**src/rtl/sip_pkg.sv**
```systemverilog
// Shared constants and encodings for the six-instruction processor datapath.
package sip_pkg;

  localparam int SIP_DATA_W   = 16;
  localparam int SIP_RF_DEPTH = 16;
  localparam int SIP_IADDR_W  = 16;
  localparam int SIP_DADDR_W  = 8;
  localparam int INSTR_W      = 16;

  typedef enum logic [3:0] {
    OP_MOV_RD = 4'd0,  // MOV Ra,d
    OP_MOV_WR = 4'd1,  // MOV d,Ra
    OP_ADD    = 4'd2,
    OP_MOV_C  = 4'd3,  // MOV Ra,C
    OP_SUB    = 4'd4,
    OP_JMPZ   = 4'd5
  } opcode_e;

  typedef enum logic [1:0] {
    RF_SRC_ALU   = 2'b00,
    RF_SRC_DMEM  = 2'b01,
    RF_SRC_CONST = 2'b10,
    RF_SRC_ILL   = 2'b11
  } rf_src_e;

  typedef enum logic [1:0] {
    ALU_PASS = 2'b00,
    ALU_ADD  = 2'b01,
    ALU_SUB  = 2'b10,
    ALU_ILL  = 2'b11
  } alu_op_e;

endpackage

```
**src/rtl/sip_regfile.sv**
```systemverilog
// Register file: two combinational read ports, one synchronous write port.
module sip_regfile #(
  parameter int W     = 16,
  parameter int DEPTH = 16,
  parameter int AW    = 4
) (
  input  logic          clk,
  input  logic          rst,
  input  logic          we,
  input  logic [AW-1:0] waddr,
  input  logic [W-1:0]  wdata,
  input  logic [AW-1:0] p_addr,
  output logic [W-1:0]  p_data,
  input  logic [AW-1:0] q_addr,
  output logic [W-1:0]  q_data
);

  logic [W-1:0] mem [DEPTH];

  // NOTE: this storage is reset entry by entry, so it maps to flops rather than a RAM macro.
  always_ff @(posedge clk or posedge rst) begin
    if (rst) begin
      for (int i = 0; i < DEPTH; i++) mem[i] <= '0;
    end else if (we) begin
      mem[waddr] <= wdata;
    end
  end

  assign p_data = mem[p_addr];
  assign q_data = mem[q_addr];

endmodule

```
**src/rtl/sip_datapath.sv**
```systemverilog
// Datapath and fetch unit: PC, IR, register file, write-source mux, ALU and error flag.
module sip_datapath
  import sip_pkg::*;
#(
  parameter int DATA_W   = SIP_DATA_W,
  parameter int RF_DEPTH = SIP_RF_DEPTH,
  parameter int RF_AW    = $clog2(SIP_RF_DEPTH),
  parameter int IADDR_W  = SIP_IADDR_W,
  parameter int DADDR_W  = SIP_DADDR_W
) (
  input  logic               clk,
  input  logic               rst,
  input  logic               PC_clr,
  input  logic               PC_ld,
  input  logic               PC_inc,
  input  logic               I_rd,
  input  logic               IR_ld,
  input  logic               D_rd,
  input  logic               D_wr,
  input  logic               RF_s1,
  input  logic               RF_s0,
  input  logic               RF_W_wr,
  input  logic               RF_Rp_rd,
  input  logic               RF_Rq_rd,
  input  logic [RF_AW-1:0]   RF_W_addr,
  input  logic [RF_AW-1:0]   RF_Rp_addr,
  input  logic [RF_AW-1:0]   RF_Rq_addr,
  input  logic               alu_s1,
  input  logic               alu_s0,
  output logic [INSTR_W-1:0] instr,
  output logic               RF_Rp_zero,
  output logic [IADDR_W-1:0] imem_addr,
  output logic               imem_rd,
  input  logic [INSTR_W-1:0] imem_rdata,
  output logic [DADDR_W-1:0] dmem_addr,
  output logic [DATA_W-1:0]  dmem_wdata,
  output logic               dmem_rd,
  output logic               dmem_wr,
  input  logic [DATA_W-1:0]  dmem_rdata,
  output logic               proto_err
);

  logic [IADDR_W-1:0] pc;
  logic [IADDR_W-1:0] pc_off;
  logic [INSTR_W-1:0] ir;
  logic [DATA_W-1:0]  rp_raw, rq_raw, rp_data, rq_data;
  logic [DATA_W-1:0]  alu_y, wr_data, const_ext;
  logic               perr_set;
  rf_src_e            rf_src;
  alu_op_e            alu_op;

  assign rf_src    = rf_src_e'({RF_s1, RF_s0});
  assign alu_op    = alu_op_e'({alu_s1, alu_s0});
  assign const_ext = {{(DATA_W-8){ir[7]}}, ir[7:0]};
  assign pc_off    = {{(IADDR_W-8){ir[7]}}, ir[7:0]};

  sip_regfile #(.W(DATA_W), .DEPTH(RF_DEPTH), .AW(RF_AW)) u_rf (
    .clk    (clk),
    .rst    (rst),
    .we     (RF_W_wr),
    .waddr  (RF_W_addr),
    .wdata  (wr_data),
    .p_addr (RF_Rp_addr),
    .p_data (rp_raw),
    .q_addr (RF_Rq_addr),
    .q_data (rq_raw)
  );

  assign rp_data    = RF_Rp_rd ? rp_raw : '0;
  assign rq_data    = RF_Rq_rd ? rq_raw : '0;
  assign RF_Rp_zero = RF_Rp_rd && (rp_raw == '0);

  // NOTE: a default is assigned before the case so no path can infer a latch.
  always_comb begin
    alu_y = '0;
    case (alu_op)
      ALU_PASS: alu_y = rp_data;
      ALU_ADD:  alu_y = rp_data + rq_data;
      ALU_SUB:  alu_y = rp_data - rq_data;
      default:  alu_y = '0;
    endcase
  end

  always_comb begin
    wr_data = '0;
    case (rf_src)
      RF_SRC_ALU:   wr_data = alu_y;
      RF_SRC_DMEM:  wr_data = dmem_rdata;
      RF_SRC_CONST: wr_data = const_ext;
      default:      wr_data = '0;
    endcase
  end

  // Illegal ALU code only matters when its result is actually written back.
  assign perr_set = (D_rd && D_wr)
                 || (IR_ld && !I_rd)
                 || (RF_W_wr && rf_src == RF_SRC_ILL)
                 || (RF_W_wr && rf_src == RF_SRC_ALU && alu_op == ALU_ILL);

  // NOTE: sequential state uses non-blocking assignments so every flop samples pre-edge values.
  always_ff @(posedge clk or posedge rst) begin
    if (rst) begin
      pc        <= '0;
      ir        <= '0;
      proto_err <= 1'b0;
    end else begin
      if (PC_clr)      pc <= '0;
      else if (PC_ld)  pc <= pc + pc_off - IADDR_W'(1);  // fetch already advanced PC
      else if (PC_inc) pc <= pc + IADDR_W'(1);
      if (IR_ld && I_rd) ir <= imem_rdata;
      if (perr_set) proto_err <= 1'b1;
    end
  end

  assign instr      = ir;
  assign imem_addr  = pc;
  assign imem_rd    = I_rd;
  assign dmem_addr  = ir[DADDR_W-1:0];
  assign dmem_wdata = rp_data;
  assign dmem_rd    = D_rd;
  assign dmem_wr    = D_wr;

endmodule

```
**config.mk**
```make
export PLATFORM = sky130hd
export DESIGN_NAME = sip_datapath
export DESIGN_NICKNAME = d
export VERILOG_FILES = /design/src/rtl/sip_pkg.sv /design/src/rtl/sip_regfile.sv /design/src/rtl/sip_datapath.sv
export SDC_FILE = /design/constraint.sdc
export NUM_CORES = 1
export LEC_CHECK = 0
export ABC_AREA = 1
export BUFFER_PORTS_ARGS = -buffer_cell sky130_fd_sc_hd__buf_2
export CAP_MARGIN = 20
export CORE_ASPECT_RATIO = 1.2
export CORE_MARGIN = 5
export CORE_UTILIZATION = 53
export CTS_CLUSTER_SIZE = 16
export DETAILED_ROUTE_END_ITERATION = 7
export PLACE_DENSITY = 0.75
export SLEW_MARGIN = 20
export SYNTH_ARGS = -nofsm -noshare
export SYNTH_HDL_FRONTEND = slang
export SYNTH_SLANG_ARGS = --single-unit
export TNS_END_PERCENT = 20
```
**constraint.sdc**
```tcl
create_clock -name clk -period 12.7 [get_ports clk]
set_input_delay 1.27 -clock clk [delete_from_list [all_inputs] [get_ports clk]]
set_output_delay 1.27 -clock clk [all_outputs]
set_load 0.02 [all_outputs]
```
# Word-level counts from Yosys, hierarchy flattened

Cells that the tools add are included.

Flip-flop bits (word level): 289

Order comparisons: 4
Reduce and logical (&&, ||, !) cells: 16
Eq/ne operators: 6
Multiplexer cells: 16
Bitwise logic cells: 3
Add/sub/neg operators: 5

Operator list:

| kind                  | count |
|---|---|
| $bwmux 256            | 1 |
| $mux 16               | 10 |
| $bmux 16 s4           | 2 |
| $pmux 16 s3           | 2 |
| $demux 16 s4          | 1 |
| $add 16x16->16        | 2 |
| $add 16x1->16 const B | 1 |
| $logic_not 16->1      | 1 |
| $sub 16x1->16 const B | 1 |
| $sub 16x16->16        | 1 |
| $ge 5x5->1 const B    | 3 |
| $not 4->5             | 3 |
| $eq 2x2->1 const B    | 4 |
| $logic_and 1x1->1     | 8 |
| $lt 5x1->1 const B    | 1 |
| $eq 2x1->1 const B    | 2 |
| $logic_not 2->1       | 2 |
| $logic_or 1x1->1      | 3 |
| $reduce_bool 3->1     | 1 |
| $logic_not 1->1       | 1 |

# Depth between registers and ports, before layout

Depth in word-level cells: 9
Depth in mapped cells: 33
Mapped depth without buffers: 30

# Cells and area by module

Synthesis repeated with hierarchy kept, for this count alone.

Cell total of the unflattened synthesis: 3030
Area, all modules: 19881.6 µm²

Modules (own cells, without submodules):

| module       | seq. area each (µm²) | cells each | times used | area an instance (µm²) |
|---|---|---|---|---|
| sip_regfile  | 6406.1               | 2240       | 1          | 14984.4 |
| sip_datapath | 825.8                | 790        | 1          | 4897.2 |

# Worst setup path after synthesis

No wires, ideal clock.

Path kind: input -> register
From: input port RF_Rq_addr[0]
To: register u_rf.mem[93] (netlist name)
Setup slack: 7898 ps
Library setup time: 132 ps
Required time: 12568 ps
Stages: 30
Data arrival time: 4671 ps
Cell sequence: buf_6 > buf_4 > a21oi_1 > o21ai_0 > nand3_1 > nand3_1 > a21oi_2 > inv_1 > ha_1 > nand2_1 > nor2_1 > nor2_1 > xnor2_1 > inv_1 > ha_1 > a21oi_1 > nor2_1 > nor2_1 > nand3_1 > nand3_1 > nand2_1 > a31o_2 > or2_2 > nand3_1 > nand2_1 > nand2_1 > nand3_1 > buf_2 > nand2_1 > o21ai_0

Longest elaborated chain between the ends: 9
Elaborated cells between the ends (all ways): 10
Those cells by class: add/sub: 2; mux: 7; bitwise: 1

Ends and longest elaborated chain:

| item                                                    | line                                   | RTL |
|---|---|---|
| start, declared                                         | sip_datapath.sv:27                     | `input logic [RF_AW-1:0] RF_Rq_addr,` |
| $not 4->5 (not written as such) (*)                     | sip_regfile.sv:30                      | `assign q_data = mem[q_addr];` |
| $bmux 16 s4 (*)                                         | sip_regfile.sv:30                      |  |
| $mux 16 (not written as such) (*) (2 in series)         | sip_regfile.sv:30                      |  |
| $mux 16 (*)                                             | sip_datapath.sv:70                     | `assign rq_data = RF_Rq_rd ? rq_raw : '0;` |
| $sub 16x16->16 / $add 16x16->16 (equally long branches) | sip_datapath.sv:79, sip_datapath.sv:78 |  |
| $pmux 16 s3 (*)                                         | sip_datapath.sv:76                     | `case (alu_op)` |
| $pmux 16 s3 (*)                                         | sip_datapath.sv:86                     | `case (rf_src)` |
| $bwmux 256 (*)                                          | sip_regfile.sv:25                      | `mem[waddr] <= wdata;` |
| end signal, assigned by index                           | sip_regfile.sv:25                      |  |
| end, declared                                           | sip_regfile.sv:18                      | `logic [W-1:0] mem [DEPTH];` |

Every way passes the cells marked *; elsewhere a longest branch is shown, timed or not. The select of a mux whose other input is x is not followed.
A chain may end at the register's enable or synchronous reset.

# Worst setup path in the final report

From: input port RF_Rp_addr[0]
To: output port RF_Rp_zero

Longest elaborated chain between the ends: 6

Ends and longest elaborated chain:

| item                                        | line               | RTL |
|---|---|---|
| start, declared                             | sip_datapath.sv:26 | `input logic [RF_AW-1:0] RF_Rp_addr,` |
| $not 4->5 (not written as such)             | sip_regfile.sv:29  | `assign p_data = mem[p_addr];` |
| $bmux 16 s4                                 | sip_regfile.sv:29  |  |
| $mux 16 (not written as such) (2 in series) | sip_regfile.sv:29  |  |
| $logic_not 16->1                            | sip_datapath.sv:71 | `assign RF_Rp_zero = RF_Rp_rd && (rp_raw == '0);` |
| $logic_and 1x1->1                           | sip_datapath.sv:71 |  |
| end, declared                               | sip_datapath.sv:31 | `output logic RF_Rp_zero,` |

Every way passes these cells. The select of a mux whose other input is x is not followed.

==> results.rst <==
.. list-table::
   :header-rows: 1

   * - Metric
     - Value
   * - Share of final-layout standard cells stronger than drive strength 1
     - 0.0932
   * - Worst R2R Start
     - u_rf.mem[33]$_DFFE_PP0P_
   * - TritonCTS clock tree
     - yes
   * - Post-synth EDFFs
     - 0
   * - Die height
     - 218 um
   * - Number of endpoints failing setup at the final stage
     - 0
   * - Launch point of the critical path
     - RF_Rp_addr[0]
   * - GRT overflow
     - 0
   * - Slack of the worst reg-to-reg path
     - 8.14 ns
   * - Number of warning messages in the yosys log
     - 0
   * - Post-synth cell types
     - 44
   * - Main flop type after synthesis
     - dfrtp_1
   * - Startpoint types
     - primary input
   * - Largest voltage drop on the vdd net
     - 0.142 mV
   * - Number of hold violations in the final report
     - 0
   * - Sequential Area
     - 0.00723 sq mm
   * - Post-Syn Area per Cell
     - ~7 sq um
   * - Number of remaining DRC errors
     - 0
   * - Async set-or-reset flop fraction in the synthesized netlist
     - 1.00
   * - # H-tree levels
     - 2
   * - Commonest cells after routing, fill and taps aside
     - 787 x nand2_1, 363 x inv_1, 362 x o21ai_0
   * - Port Buffer Count
     - 120
   * - Fill cell count
     - 3,392
   * - Number of sinks on the clock net
     - around 290
   * - Area Growth Syn to Fin
     - 8.56%
   * - Buffer type at the clock tree root
     - clkbuf_16
   * - Cell count along the critical path
     - 11
   * - Standby leakage power
     - approximately 10 nW
   * - Global-route usage over all layers
     - 0.303
   * - Final setup TNS
     - 0 ns
   * - CTS clk-pin slew, worst paths
     - approximately 0.050 ns
   * - Number of optimization iterations in the first detailed-route pass
     - 6
   * - Crit end category
     - output pin
   * - Setup slack of the critical path after layout
     - between 5 and 6 ns
   * - Post-route fraction of the period consumed by the critical path
     - 0.530
   * - Part of the total power dissipated in combinational logic
     - 0.324
   * - Hold_buf cts
     - 0
   * - Final critical delay including setup and external delays
     - ~6.7 ns
   * - Switching power as a share of total power
     - 0.365
   * - Setup repair after global routing missed its margin
     - false
   * - Setup slack after placement
     - between 5 and 6 ns
   * - Worst slew margin relative to its limit
     - 0.266
   * - Number of flip-flops and latches in the synthesized netlist
     - 289
   * - Share of power burned in the clock network
     - 0.306
   * - Number of max-slew violations in the final report
     - 0
   * - Via-to-Cell Ratio
     - approximately 5.8
   * - Routed len/inst
     - between 15 and 20 um
   * - Delay of the slowest critical-path stage
     - 0.91 ns
   * - Placed Instance Area
     - slightly below 0.02 sq mm
   * - Initial Util
     - 0.534
   * - Yosys top cell area share
     - 0.379
   * - Cell types with the largest area share after synthesis
     - dfrtp_1 38%, nand2_1 15%, o21ai_0 9.5%
   * - Slew at the pin closest to its max-slew limit
     - 1.10 ns
   * - Die outline width
     - roughly 180 um
   * - Total number of vias
     - 19,105
   * - Number of placed instances, taps included
     - about 3,200
   * - Combined area of the multi-input logic cells
     - around 0.0095 sq mm
   * - Antenna Violating Nets Remaining
     - 0
   * - Library cell with the largest summed area after synthesis
     - dfrtp_1
   * - Final Routed Wirelength
     - 61,000 um
   * - Fin nets
     - around 2,900
   * - GPL Wtd Cong
     - between 0.9 and 1
   * - Clock Latency Late Sink
     - roughly 0.53 ns
   * - Run status
     - finished, final reports clean
   * - Share of synthesized area occupied by flip-flops and latches
     - 0.379
   * - Vias in the first global route
     - between 15,000 and 20,000
   * - Cell area after layout
     - between 0.02 and 0.025 sq mm
   * - Post-CTS Setup Inserts
     - 0
   * - ANT cells
     - 0
   * - Worst reg-to-reg path cell count
     - 26
   * - Internal Dissipation
     - 2.14 mW
   * - Gate Count Post-Synth
     - 2,780
   * - Global-route wire length before repair
     - ~100,000 um
   * - Total buffers and inverters traversed by the critical path
     - 3
   * - Largest net degree at the start of global routing
     - approximately 160
   * - HPWL Detailed
     - a little under 40,000 um
   * - Share of total power in sequential cells
     - 0.369
   * - DR iter-0 viols
     - roughly 2,200
   * - Std cell rows
     - 76
   * - Max Clock Freq
     - between 0.1 and 0.15 GHz
   * - Power dissipated by switching net loads
     - around 1.2 mW
   * - Cell with the biggest individual delay on the critical path
     - buf_4
   * - CP Capture Point
     - RF_Rp_zero
   * - Cell family with most CP delay
     - buffers and inverters
   * - Crit path max fanout
     - 143
   * - Total standard cell area after synthesis
     - 0.0191 sq mm
   * - Start-to-end type of the worst setup path
     - in2out
   * - Number of CTS-inserted buffers
     - 34
   * - Clock Tree Buf Depth
     - 3
   * - Startpoint of the tightest hold check path
     - u_rf.mem[74]$_DFFE_PP0P_
   * - Top-level port count
     - ~120
   * - Area of the die
     - between 0.03 and 0.04 sq mm
   * - Area of the core region
     - 0.0358 sq mm
   * - Leading cell type in the layout, fill and taps excluded
     - nand2_1
   * - Capture instance of the worst register-to-register path
     - u_rf.mem[76]$_DFFE_PP0P_
   * - Worst-path cell chain
     - buf_6 -> buf_4 -> a21oi_1 -> o21ai_0 -> o21ai_0 -> o221ai_1 -> nand4_1 -> nor4_1 -> nand2_1 -> nor4_1 -> buf_2
   * - Clock skew after layout
     - between 0.015 and 0.02 ns
   * - Final Instance Count excl. Fillers
     - about 3,300
   * - Antenna violations before repair
     - 0
   * - Syn_nets
     - approximately 2,900
   * - Arrival time at the worst endpoint
     - 5.46 ns
   * - Power density over the cells
     - about 160 mW/mm^2
   * - Max-cap violations
     - 0
   * - Total power draw
     - 3.38 mW
   * - Required arrival time at the worst endpoint
     - ~11 ns
   * - Quantity of gates resized following cts
     - 0
   * - Hold Path Class
     - reg2reg
## sequential cells by signal (all words and copies together) (netlist names)
register and cells:
proto_err 1, instr 16, u_rf.mem 256, imem_addr 16
## power by group through the flow
stage	Combinational [mW]	Sequential (mW)	Clock (mW)
after detailed placement	1.07	1.26	0
after global routing	1.24	1.27	1.08
after global placement	1.04	1.25	0
final	1.09	1.25	1.03
after floorplan	0.803	1.26	0
after CTS	1.08	1.24	1.04
## worst reg2reg max path, stage by stage (launching register included)
cell and delay, ns:
dfrtp_1 0.36, inv_1 0.10, nand2_1 0.06, nand3_1 0.11, nand3_1 0.08, nand3_1 0.13
nand2_1 0.10, nand2_1 0.11, ha_1 0.18, nand2_1 0.07, nor2_1 0.15, nand3_1 0.11
nor3_1 0.24, or2_2 0.17, xor2_1 0.14, inv_1 0.06, ha_1 0.33, nand2_1 0.09
nor2_1 0.05, nand3_1 0.08, nand4_1 0.17, or2_2 0.32, a32o_1 0.25, nand2_1 0.06
nand3_1 0.55, nand2_1 0.24, o21ai_0 0.11
## cells by family after synthesis
| family | share of synthesized area |
|---|---|
| adder cells (fa/ha/maj) | 0.0349 |
| multiplexers | 0.00472 |
| AO/OA/AOI/OAI | 0.188 |
| AND/OR/NAND/NOR | 0.257 |
| flip-flops | 0.379 |
| buffers and inverters | 0.127 |
| XOR/XNOR | 0.00964 |
## metal layers
metal,part of all wire,routed length [um],track usage
met5,0,0,0
met4,0.053,3210,0.150
met3,0.10,6070,0.0536
met2,0.45,27300,0.484
met1,0.40,24400,0.398
## worst min path at each step
stage,endpoint,slack [ns],cells after the start
floorplan,u_rf.mem[111]$_DFFE_PP0P_,0.45,2
global placement,u_rf.mem[143]$_DFFE_PP0P_,0.47,2
detailed placement,u_rf.mem[79]$_DFFE_PP0P_,0.47,2
CTS,u_rf.mem[79]$_DFFE_PP0P_,0.48,2
global route,u_rf.mem[111]$_DFFE_PP0P_,0.51,2
finish,u_rf.mem[74]$_DFFE_PP0P_,0.48,2
## stage by stage
| stage | utilization | hold WS [ns] |
|---|---|---|
| floorplan | - | 0.449 |
| global placement | 0.547 | 0.465 |
| detailed placement | 0.547 | 0.469 |
| CTS | 0.580 | 0.483 |
| global route | 0.580 | 0.506 |
| finish | 0.580 | 0.482 |
## layout make-up
type	count	area share
multi-input cells	1932	0.458
flip-flops and latches	289	0.349
inverters	368	0.0671
clock buffers	51	0.0506
repair buffers	152	0.0417
well taps	468	0.0283
clock inverters	7	0.00562
## cell usage after synthesis (30+ instances only)
library cell / n
buf_2: 85
nand2_1: 787
o211ai_1: 30
o221ai_1: 30
a21oi_1: 189
nor2_1: 98
o21ai_0: 362
nand3_1: 253
inv_1: 364
dfrtp_1: 289
ha_1: 50
clkbuf_1: 65
Note: power is estimated with default switching activity, not from simulation.
